`src/rtl/multi_timer_pkg.sv`:
```
// Shared constants for the multi-channel timer: mode encodings, register map,
// control/command bit positions and the readback byte selector.
package multi_timer_pkg;

    typedef enum logic [1:0] {
        MODE_SQUARE  = 2'd0,
        MODE_ONESHOT = 2'd1,
        MODE_PWM     = 2'd2,
        MODE_PULSE   = 2'd3
    } mode_e;

    localparam logic [3:0] REG_PERIOD0 = 4'h0;
    localparam logic [3:0] REG_DUTY0   = 4'h4;
    localparam logic [3:0] REG_CTRL    = 4'h8;
    localparam logic [3:0] REG_CMD     = 4'h9;
    localparam logic [3:0] REG_STATUS  = 4'hA;

    localparam int CTRL_EN       = 0;
    localparam int CTRL_MODE_LSB = 1;
    localparam int CTRL_INV      = 3;
    localparam int CTRL_IRQ      = 4;

    localparam int CMD_RESTART   = 0;
    localparam int CMD_CLR_DONE  = 1;

    localparam logic [6:0] ID_ADDR  = 7'h7F;
    localparam logic [7:0] ID_VALUE = 8'h5B;

    // Little-endian byte idx of a zero-extended register value.
    function automatic logic [7:0] byte_sel(input logic [31:0] value, input logic [1:0] idx);
        logic [31:0] shifted;
        shifted = value >> {idx, 3'b000};
        return shifted[7:0];
    endfunction

endpackage

```
`src/rtl/multi_timer_channel.sv`:
```
// One timer channel: its register bank, active period/duty copies, counter
// and the four output modes.
module timer_channel
    import multi_timer_pkg::*;
#(
    parameter int CNT_W = 24
) (
    input  logic             clk,
    input  logic             rst,
    input  logic             wr,
    input  logic [3:0]       reg_addr,
    input  logic [7:0]       wdata,
    output logic [CNT_W-1:0] period,
    output logic [CNT_W-1:0] duty,
    output logic [4:0]       ctrl,
    output logic             out,
    output logic             done,
    output logic             timer_out
);

    logic [CNT_W-1:0] period_r, duty_r, period_act_r, duty_act_r, cnt_r;
    logic [4:0]       ctrl_r;
    logic             out_r, done_r, held_r, timer_out_r;

    logic [CNT_W-1:0] cnt_n_s;
    logic             out_n_s, held_n_s, set_done_s, load_act_s;
    logic             enable_s, tc_s, restart_s, clear_s;
    mode_e            mode_s;

    // Bytes beyond CNT_W fall off the top when the wide value is truncated.
    function automatic logic [CNT_W-1:0] write_byte(input logic [CNT_W-1:0] old,
                                                    input logic [1:0] idx,
                                                    input logic [7:0] data);
        logic [31:0] wide;
        wide = 32'(old);
        wide[{idx, 3'b000} +: 8] = data;
        return wide[CNT_W-1:0];
    endfunction

    assign enable_s  = ctrl_r[CTRL_EN];
    assign mode_s    = mode_e'(ctrl_r[CTRL_MODE_LSB +: 2]);
    assign tc_s      = (cnt_r == period_act_r);
    assign restart_s = wr && (reg_addr == REG_CMD) && wdata[CMD_RESTART];
    assign clear_s   = wr && (reg_addr == REG_CMD) && wdata[CMD_CLR_DONE];

    // Next counter/output state; held_r marks a one-shot that already fired.
    always_comb begin
        cnt_n_s    = cnt_r;
        out_n_s    = out_r;
        held_n_s   = held_r;
        set_done_s = 1'b0;
        load_act_s = 1'b0;
        if (!enable_s || restart_s) begin
            cnt_n_s    = '0;
            out_n_s    = 1'b0;
            held_n_s   = 1'b0;
            load_act_s = 1'b1;
        end else begin
            cnt_n_s    = tc_s ? '0 : cnt_r + CNT_W'(1);
            set_done_s = tc_s;
            load_act_s = tc_s;
            held_n_s   = 1'b0;
            case (mode_s)
                MODE_SQUARE:  out_n_s = tc_s ? ~out_r : out_r;
                MODE_ONESHOT: begin
                    if (held_r || tc_s) begin
                        cnt_n_s    = cnt_r;
                        out_n_s    = 1'b1;
                        held_n_s   = 1'b1;
                        set_done_s = !held_r;
                    end else begin
                        out_n_s = 1'b0;
                    end
                end
                MODE_PWM:     out_n_s = (cnt_r < duty_act_r);
                MODE_PULSE:   out_n_s = tc_s;
                default:      out_n_s = out_r;
            endcase
        end
    end

    // Register bank, active copies and counter state.
    always_ff @(posedge clk) begin
        if (rst) begin
            period_r     <= '0;
            duty_r       <= '0;
            ctrl_r       <= 5'd0;
            period_act_r <= '0;
            duty_act_r   <= '0;
            cnt_r        <= '0;
            out_r        <= 1'b0;
            held_r       <= 1'b0;
            done_r       <= 1'b0;
            timer_out_r  <= 1'b0;
        end else begin
            if (wr) begin
                case (reg_addr)
                    REG_PERIOD0, REG_PERIOD0 + 4'd1, REG_PERIOD0 + 4'd2, REG_PERIOD0 + 4'd3:
                        period_r <= write_byte(period_r, reg_addr[1:0], wdata);
                    REG_DUTY0, REG_DUTY0 + 4'd1, REG_DUTY0 + 4'd2, REG_DUTY0 + 4'd3:
                        duty_r <= write_byte(duty_r, reg_addr[1:0], wdata);
                    REG_CTRL: ctrl_r <= wdata[4:0];
                    default:  ;
                endcase
            end
            if (load_act_s) begin
                period_act_r <= period_r;
                duty_act_r   <= duty_r;
            end
            cnt_r       <= cnt_n_s;
            out_r       <= out_n_s;
            held_r      <= held_n_s;
            done_r      <= set_done_s ? 1'b1 : (clear_s ? 1'b0 : done_r);
            timer_out_r <= out_n_s ^ ctrl_r[CTRL_INV];
        end
    end

    assign period    = period_r;
    assign duty      = duty_r;
    assign ctrl      = ctrl_r;
    assign out       = out_r;
    assign done      = done_r;
    assign timer_out = timer_out_r;

endmodule

```
`src/rtl/multi_timer.sv`:
```
// Multi-channel timer top: address decode, combinational readback mux and
// registered interrupt OR over all channels.
module multi_timer
    import multi_timer_pkg::*;
#(
    parameter int NUM_CH = 4,
    parameter int CNT_W  = 24
) (
    input  logic              CORE_CLK,
    input  logic              RST,
    input  logic [6:0]        ADDRESS,
    input  logic [7:0]        DATA_IN,
    input  logic              STROBE_WR,
    output logic [7:0]        DATA_OUT,
    output logic [NUM_CH-1:0] TIMER_OUT,
    output logic              IRQ
);

    logic [2:0]       ch_s;
    logic [3:0]       reg_s;
    logic             ch_valid_s, irq_any_s, irq_r, sel_out_s, sel_done_s;
    logic [NUM_CH-1:0] wr_s;
    logic [CNT_W-1:0] period_s [NUM_CH];
    logic [CNT_W-1:0] duty_s   [NUM_CH];
    logic [4:0]       ctrl_s   [NUM_CH];
    logic [NUM_CH-1:0] out_s, done_s;
    logic [31:0]      sel_period_s, sel_duty_s;
    logic [4:0]       sel_ctrl_s;

    assign ch_s       = ADDRESS[6:4];
    assign reg_s      = ADDRESS[3:0];
    assign ch_valid_s = ({1'b0, ch_s} < 4'(NUM_CH));

    for (genvar g = 0; g < NUM_CH; g++) begin : g_ch
        timer_channel #(.CNT_W(CNT_W)) u_ch (
            .clk      (CORE_CLK),
            .rst      (RST),
            .wr       (wr_s[g]),
            .reg_addr (reg_s),
            .wdata    (DATA_IN),
            .period   (period_s[g]),
            .duty     (duty_s[g]),
            .ctrl     (ctrl_s[g]),
            .out      (out_s[g]),
            .done     (done_s[g]),
            .timer_out(TIMER_OUT[g])
        );
    end

    // Per-channel write enables, selected-channel fields and interrupt OR.
    always_comb begin
        sel_period_s = 32'd0;
        sel_duty_s   = 32'd0;
        sel_ctrl_s   = 5'd0;
        sel_out_s    = 1'b0;
        sel_done_s   = 1'b0;
        irq_any_s    = 1'b0;
        for (int i = 0; i < NUM_CH; i++) begin
            wr_s[i]      = STROBE_WR && (ADDRESS != ID_ADDR) && (ch_s == 3'(i));
            sel_period_s = sel_period_s | ((ch_s == 3'(i)) ? 32'(period_s[i]) : 32'd0);
            sel_duty_s   = sel_duty_s   | ((ch_s == 3'(i)) ? 32'(duty_s[i])   : 32'd0);
            sel_ctrl_s   = sel_ctrl_s   | ((ch_s == 3'(i)) ? ctrl_s[i]        : 5'd0);
            sel_out_s    = sel_out_s    | ((ch_s == 3'(i)) && out_s[i]);
            sel_done_s   = sel_done_s   | ((ch_s == 3'(i)) && done_s[i]);
            irq_any_s    = irq_any_s    | (done_s[i] && ctrl_s[i][CTRL_IRQ]);
        end
    end

    // Readback mux; CMD is write-only and reads as zero.
    always_comb begin
        DATA_OUT = 8'h00;
        if (ADDRESS == ID_ADDR) begin
            DATA_OUT = ID_VALUE;
        end else if (ch_valid_s) begin
            case (reg_s)
                REG_PERIOD0, REG_PERIOD0 + 4'd1, REG_PERIOD0 + 4'd2, REG_PERIOD0 + 4'd3:
                    DATA_OUT = byte_sel(sel_period_s, reg_s[1:0]);
                REG_DUTY0, REG_DUTY0 + 4'd1, REG_DUTY0 + 4'd2, REG_DUTY0 + 4'd3:
                    DATA_OUT = byte_sel(sel_duty_s, reg_s[1:0]);
                REG_CTRL:   DATA_OUT = {3'b000, sel_ctrl_s};
                REG_STATUS: DATA_OUT = {6'b000000, sel_done_s, sel_out_s};
                default:    DATA_OUT = 8'h00;
            endcase
        end else begin
            DATA_OUT = 8'h00;
        end
    end

    // Interrupt follows the channel done/irq_en OR by one cycle.
    always_ff @(posedge CORE_CLK) begin
        if (RST) begin
            irq_r <= 1'b0;
        end else begin
            irq_r <= irq_any_s;
        end
    end

    assign IRQ = irq_r;

endmodule

```
`config.mk`:
```
export PLATFORM = sky130hd
export DESIGN_NAME = multi_timer
export DESIGN_NICKNAME = d
export VERILOG_FILES = /design/src/rtl/multi_timer_pkg.sv /design/src/rtl/multi_timer_channel.sv /design/src/rtl/multi_timer.sv
export SDC_FILE = /design/constraint.sdc
export NUM_CORES = 1
export LEC_CHECK = 0
export CAP_MARGIN = 20
export CORE_MARGIN = 1
export CORE_UTILIZATION = 60
export DETAILED_ROUTE_END_ITERATION = 6
export PLACE_DENSITY = 0.77
export SLEW_MARGIN = 10
export SYNTH_ARGS = -nofsm -noshare
export SYNTH_HDL_FRONTEND = slang
export SYNTH_HIERARCHICAL = 1
export SYNTH_SLANG_ARGS = --single-unit
```
`constraint.sdc`:
```
create_clock -name CORE_CLK -period 4.22 [get_ports CORE_CLK]
set_input_delay 1.055 -clock CORE_CLK [delete_from_list [all_inputs] [get_ports CORE_CLK]]
set_output_delay 1.055 -clock CORE_CLK [all_outputs]
set_load 0.01 [all_outputs]
```
Word level (Yosys, flattened, before mapping) --
Cells that the tools add are included.
Storage, ports and cells: register bits after elaboration 517, input port bits 18, output and inout bits 13, word-level logic and storage cells 272
Operators by class: $add $sub $neg 5, magnitude comparators 5, equality and inequality tests 35, shifts and indexed selects 4, mux-type cells 75, bitwise logic cells 30, reductions and logical operators 77
Operators by type and width (number):
- $mux 24 | 20
- $bwmux 32 | 8
- $or 24x24->24 | 6
- $add 24x1->24 const B | 4
- $eq 24x24->1 | 4
- $lt 24x24->1 | 4
- $shr 24x5->8 | 2
- $mux 1 | 36
- $pmux 8 s4 | 1
- $shift 8x7->32 const A | 1
- $shiftx 8x7->32 | 1
- $logic_and 1x1->1 | 29
- $reduce_and 2->1 | 12
- $mux 5 | 4
- $eq 2x2->1 const B | 8
- $eq 4x3->1 const B | 4
- $mux 8 | 2
- $pmux 1 s4 | 4
- $or 5x5->5 | 3
- $eq 4x4->1 const B | 3
- $reduce_or 3->1 | 4
- $or 1x1->1 | 9
- $eq 2x1->1 const B | 4
- $eq 4x2->1 const B | 2
- other kinds (18) | 56

Depth between registers and ports, before layout --
depth after elaboration 9, depth in mapped cells 12, depth with buffers taken out 9

Cells and area by module --
The synthesis kept the hierarchy.
Modules (own cells, without submodules):
- timer_channel at g_ch[0].u_ch ... | times used 3, cells each 714, area an instance 6058.3 um^2, sequential area each 2582.5 um^2
- timer_channel at g_ch[3].u_ch | times used 1, cells each 766, area an instance 6052.1 um^2, sequential area each 2582.5 um^2
- multi_timer | times used 1, cells each 222, area an instance 2050.7 um^2, sequential area each 20.0 um^2

Least setup slack after synthesis --
OpenSTA, ideal clock, no wires.
path kind input-to-output, start in ADDRESS[5], end out DATA_OUT[1], arrival time 2.517 ns, data required time 3.165 ns, setup slack 0.648 ns, stages 7, buffers on the path 2, cells stage by stage buf_4 buf_2 mux2i_1 o21ai_0 a221oi_1 nor4_1 or4_1
On the way: cells in the longest elaborated chain, start to end 9, elaborated cells on any way between the ends 39, those cells by class 1 x order compare; 4 x eq/ne; 2 x shift; 15 x mux; 12 x bitwise; 5 x reduce/logical
RTL lines:
- start: declaration | RTL line multi_timer.sv:11 | input logic [6:0] ADDRESS,
- $eq 3x1->1 or $logic_not 3->1 (tied branches)
- $mux 24 (on tied branches) | RTL line multi_timer.sv:61, multi_timer.sv:60
- $or 24x24->24 (on tied branches) (3 in a row) | RTL line multi_timer.sv:61, multi_timer.sv:60
- $shr 24x5->8 | RTL line multi_timer_pkg.sv:32 | shifted = value >> {idx, 3'b000};
- $pmux 8 s4 | RTL line multi_timer.sv:75 | case (reg_s)
- $mux 8 | RTL line multi_timer.sv:74 | end else if (ch_valid_s) begin
- $mux 8 * | RTL line multi_timer.sv:72 | if (ADDRESS == ID_ADDR) begin
- end: declaration | RTL line multi_timer.sv:14 | output logic [7:0] DATA_OUT,
Mark *: on every way between the ends. The rest lies on a longest branch, timed or not.

Worst setup path after layout --
start in ADDRESS[1], end out DATA_OUT[2]
On the way: cells in the longest elaborated chain, start to end 5, elaborated cells on any way between the ends 18, those cells by class 10 x eq/ne; 2 x shift; 3 x mux; 3 x reduce/logical
RTL lines (RTL line):
- parallel branches: the longest is 4 deep, another holds $shr 24x5->8
- $mux 8 * | multi_timer.sv:72
Every way passes the cells marked *.

==> metrics.md <==
| Metric | Value |
|---|---|
| Area growth syn-to-layout | `12.5%` |
| Switching Fraction | `0.224` |
| # nets final | `3324` |
| DRT Pass-1 Iters | `7` |
| Critical Path Source Type | `input port` |
| Routed length per instance | `23.3 microns` |
| Clk sink count | `517` |
| Clock buffer depth | `3` |
| Result of the run | `completed` |
| Global-route wire length before repair | `134 mm` |
| Final-report hold violation count | `0` |
| Maximum clock frequency | `241 MHz` |
| PnR worst setup slack | `72.1 ps` |
| RSZ-0062 raised after global routing | `no` |
| Number of max-slew violations in the final report | `0` |
| Shortest period the worst path allows | `4150 ps` |
| Number of nets in the synthesized netlist | `3272` |
| Slowest cell on the critical path | `sky130_fd_sc_hd__clkdlybuf4s50_1` |
| Synth async-reset ratio | `0` |
| Final core occ | `0.685` |
| CTS root buffer | `sky130_fd_sc_hd__clkbuf_16` |
| Vias post-DR | `23600` |
| Combinational share of power | `0.044` |
| Flip-flop and latch count after synthesis | `517` |
| Register clock-pin slew on the reported worst setup and hold paths | `60 ps` |
| Cells after synthesis | `3130` |
| Number of core rows | `76` |
| Proportion of power drawn by flip-flops and latches | `0.481` |
| DRT antenna net count | `0` |
| Required time of the worst setup path | `3160 ps` |
| Internal Dissipation | `0.00789 W` |
| Cell area after synthesis | `0.0263 sq mm` |
| Placed wire-length estimate after detailed placement | `66.1 mm` |
| EDFF count, synth | `0` |
| Max-cap violations | `0` |
| P per Cell Area | `344 mW/mm^2` |
| Final count of negative-setup-slack endpoints | `0` |
| Yosys cell types | `79` |
| Vert. Die Dim | `211 microns` |
| Antenna violations before repair | `13` |
| Commonest cells after routing, fill and taps aside | `517 x sky130_fd_sc_hd__dfxtp_1, 467 x sky130_fd_sc_hd__nor2_1, 396 x sky130_fd_sc_hd__nand2_1` |
| Weighted congestion at the end of routability-driven global placement | `1.04` |
| Reg-to-reg critical path startpoint | `g_ch[0].u_ch/cnt_r[14]` |
| Worst hold slack | `453 ps` |
| Number of warnings reported in the yosys synthesis log | `6` |
| Total die area | `0.0446 sq mm` |
| Vias in the first global route | `22000` |
| Worst-path maximum fanout | `6` |
| IO Pins | `31` |
| Proportion of synthesized chip area in sequential cells | `0.394` |
| Share of cells above drive strength 1 | `0.0978` |
| Post-CTS Repair Setup Buffers | `0` |
| Clock tree from TritonCTS | `done` |
| Clk pwr share | `0.475` |
| Most common cell after layout, fill and taps aside | `sky130_fd_sc_hd__dfxtp_1` |
| WL final | `89.0 mm` |
| Iter 0 DRT Violations | `2743` |
| Critical path's largest stage delay | `560 ps` |
| CP Cell Sequence | `clkdlybuf4s50_1, buf_4, nand2b_1, or3_1, buf_4, o22ai_2, a211o_1, clkdlybuf4s15_1` |
| Maximum number of pins on one net before global-route repair | `90` |
| Worst Path Class, Setup | `input port to output pin` |
| Routed via count divided by cell count | `6.18` |
| Max H-tree Level | `2` |
| Area of the core | `0.0432 sq mm` |
| Least-Margin Pin Slew | `1130 ps` |
| TritonCTS buffer count | `53` |
| Chip Width | `211 microns` |
| Final clock period utilization by the worst path | `0.983` |
| Worst endpoint data arrival time | `3090 ps` |
| Primary flip-flop cell chosen by synthesis mapping | `sky130_fd_sc_hd__dfxtp_1` |
| Port Buffers | `30` |
| Overall overflow remaining after global route | `0` |
| Later-pin clock latency in the skew report | `610 ps` |
| Max-slew headroom at the worst pin | `0.245` |
| Worst setup startpoint | `ADDRESS[1]` |
| Initial standard-cell utilization of the core | `0.609` |
| Worst hold path type | `register to register` |
| Average footprint of a synthesized cell | `8.40 sq um` |
| Global Route Usage Sum | `0.397` |
| P_leak | `10.4 nW` |
| Top cell by count, worst path | `sky130_fd_sc_hd__buf_4` |
| Worst clock skew on the final layout | `14.9 ps` |
| # DRC | `0` |
| Sw power | `0.00227 W` |
| HP Start | `g_ch[3].u_ch/duty_act_r[8]` |
| Crit path capture type | `output pin` |
| Setup slack after placement | `-417 ps` |
| Worst vdd ir | `0.000365 V` |
| Number of buffers inserted by hold repair at cts | `0` |
==> layer usage <==
layer,global-route usage,share of wire
met3,0.0763,0.090
met2,0.621,0.45
met1,0.534,0.42
met5,0,0.0012
met4,0.169,0.040
==> synthesized netlist by cell type (all sizes together), types with 15 or more instances <==
cell,n,share of area
dfxtp,517,0.39
nor2,473,0.068
nand2,396,0.057
a21oi,310,0.059
mux2i,185,0.070
clkbuf,130,0.019
inv,129,0.018
ha,124,0.059
nand3,123,0.024
xnor2,110,0.037
xor2,61,0.020
o21ai,51,0.0099
nand4,50,0.013
buf,47,0.011
mux4,35,0.030
nor2b,35,0.0083
nor3,32,0.0061
o211ai,32,0.0091
o2111ai,28,0.0096
nor4,26,0.0070
or3,18,0.0043
nand2b,17,0.0040
nor3b,17,0.0049
and2,16,0.0038
a211oi,15,0.0043
==> path summary, 6_finish.rpt <==
kind,endpoint,slack (ps),cells past startpoint
worst max-delay path,DATA_OUT[2],70,8
worst min register to register,g_ch[3].u_ch/duty_act_r[8],450,2
worst min-delay path,g_ch[3].u_ch/duty_act_r[8],450,2
worst max register to register,g_ch[0].u_ch/timer_out,1030,8
==> registers in the layout (all words and copies together), names as in the netlist, 4 cells and up <==
register                flops
g_ch.u_ch/period           96
g_ch.u_ch/period_act_r     96
g_ch.u_ch/held_r            4
g_ch.u_ch/ctrl             20
g_ch.u_ch/duty             96
g_ch.u_ch/out               4
g_ch.u_ch/duty_act_r       96
g_ch.u_ch/done              4
g_ch.u_ch/cnt_r            96
g_ch.u_ch/timer_out         4
==> power by group through the flow <==
stage                     Sequential, W  Clock [W]  Combinational (W)
after CTS                       0.00488    0.00485           0.000434
after global routing            0.00488    0.00507           0.000471
final                           0.00488    0.00482           0.000449
after detailed placement        0.00499          0           0.000431
after floorplan                 0.00499          0           0.000227
after global placement          0.00499          0           0.000426
==> final cells by class <==
class | count | area [sq um]
repair buffers | 174 | 1450
diodes | 6 | 15.0
inverters | 130 | 488
flip-flops and latches | 517 | 10300
clock inverters | 13 | 200
multi-input cells | 2306 | 14700
well taps | 585 | 732
fillers | 3384 | 13600
clock buffers | 81 | 1570
==> what timing repair did <==
action,4_1_cts,5_1_grt
resized for setup,39,11
pin swaps,4,6
setup endpoints to repair,8,5
==> worst max-delay path: cells and delay by family <==
family | cells | cell delay, ps
AOI/OAI and AO/OA | 2 | 390
and+or+nand+nor | 2 | 440
buffers and inverters | 4 | 1200
==> through the flow <==
step                instance area [sq um]  TNS, ps  total power, W  std cells
finish                              29600        0          0.0102       3812
global route                        29500        0          0.0104       3808
CTS                                 29500    -13.0          0.0102       3805
detailed placement                  27700    -2920         0.00542       3711
global placement                    27700    -3180         0.00542       3711
floorplan                           26300        0         0.00522       3130
==> cells by family after synthesis <==
family                     count (synthesis)  synth area share
adders and majority gates                124            0.0590
and+or+nand+nor                         1255             0.215
buffers and inverters                    307            0.0486
muxes                                    231             0.105
DFF                                      517             0.394
xor gates and xnor gates                 171            0.0570
AOI/OAI and AO/OA                        525             0.122
No activity file was read; power rests on OpenSTA's default activity.
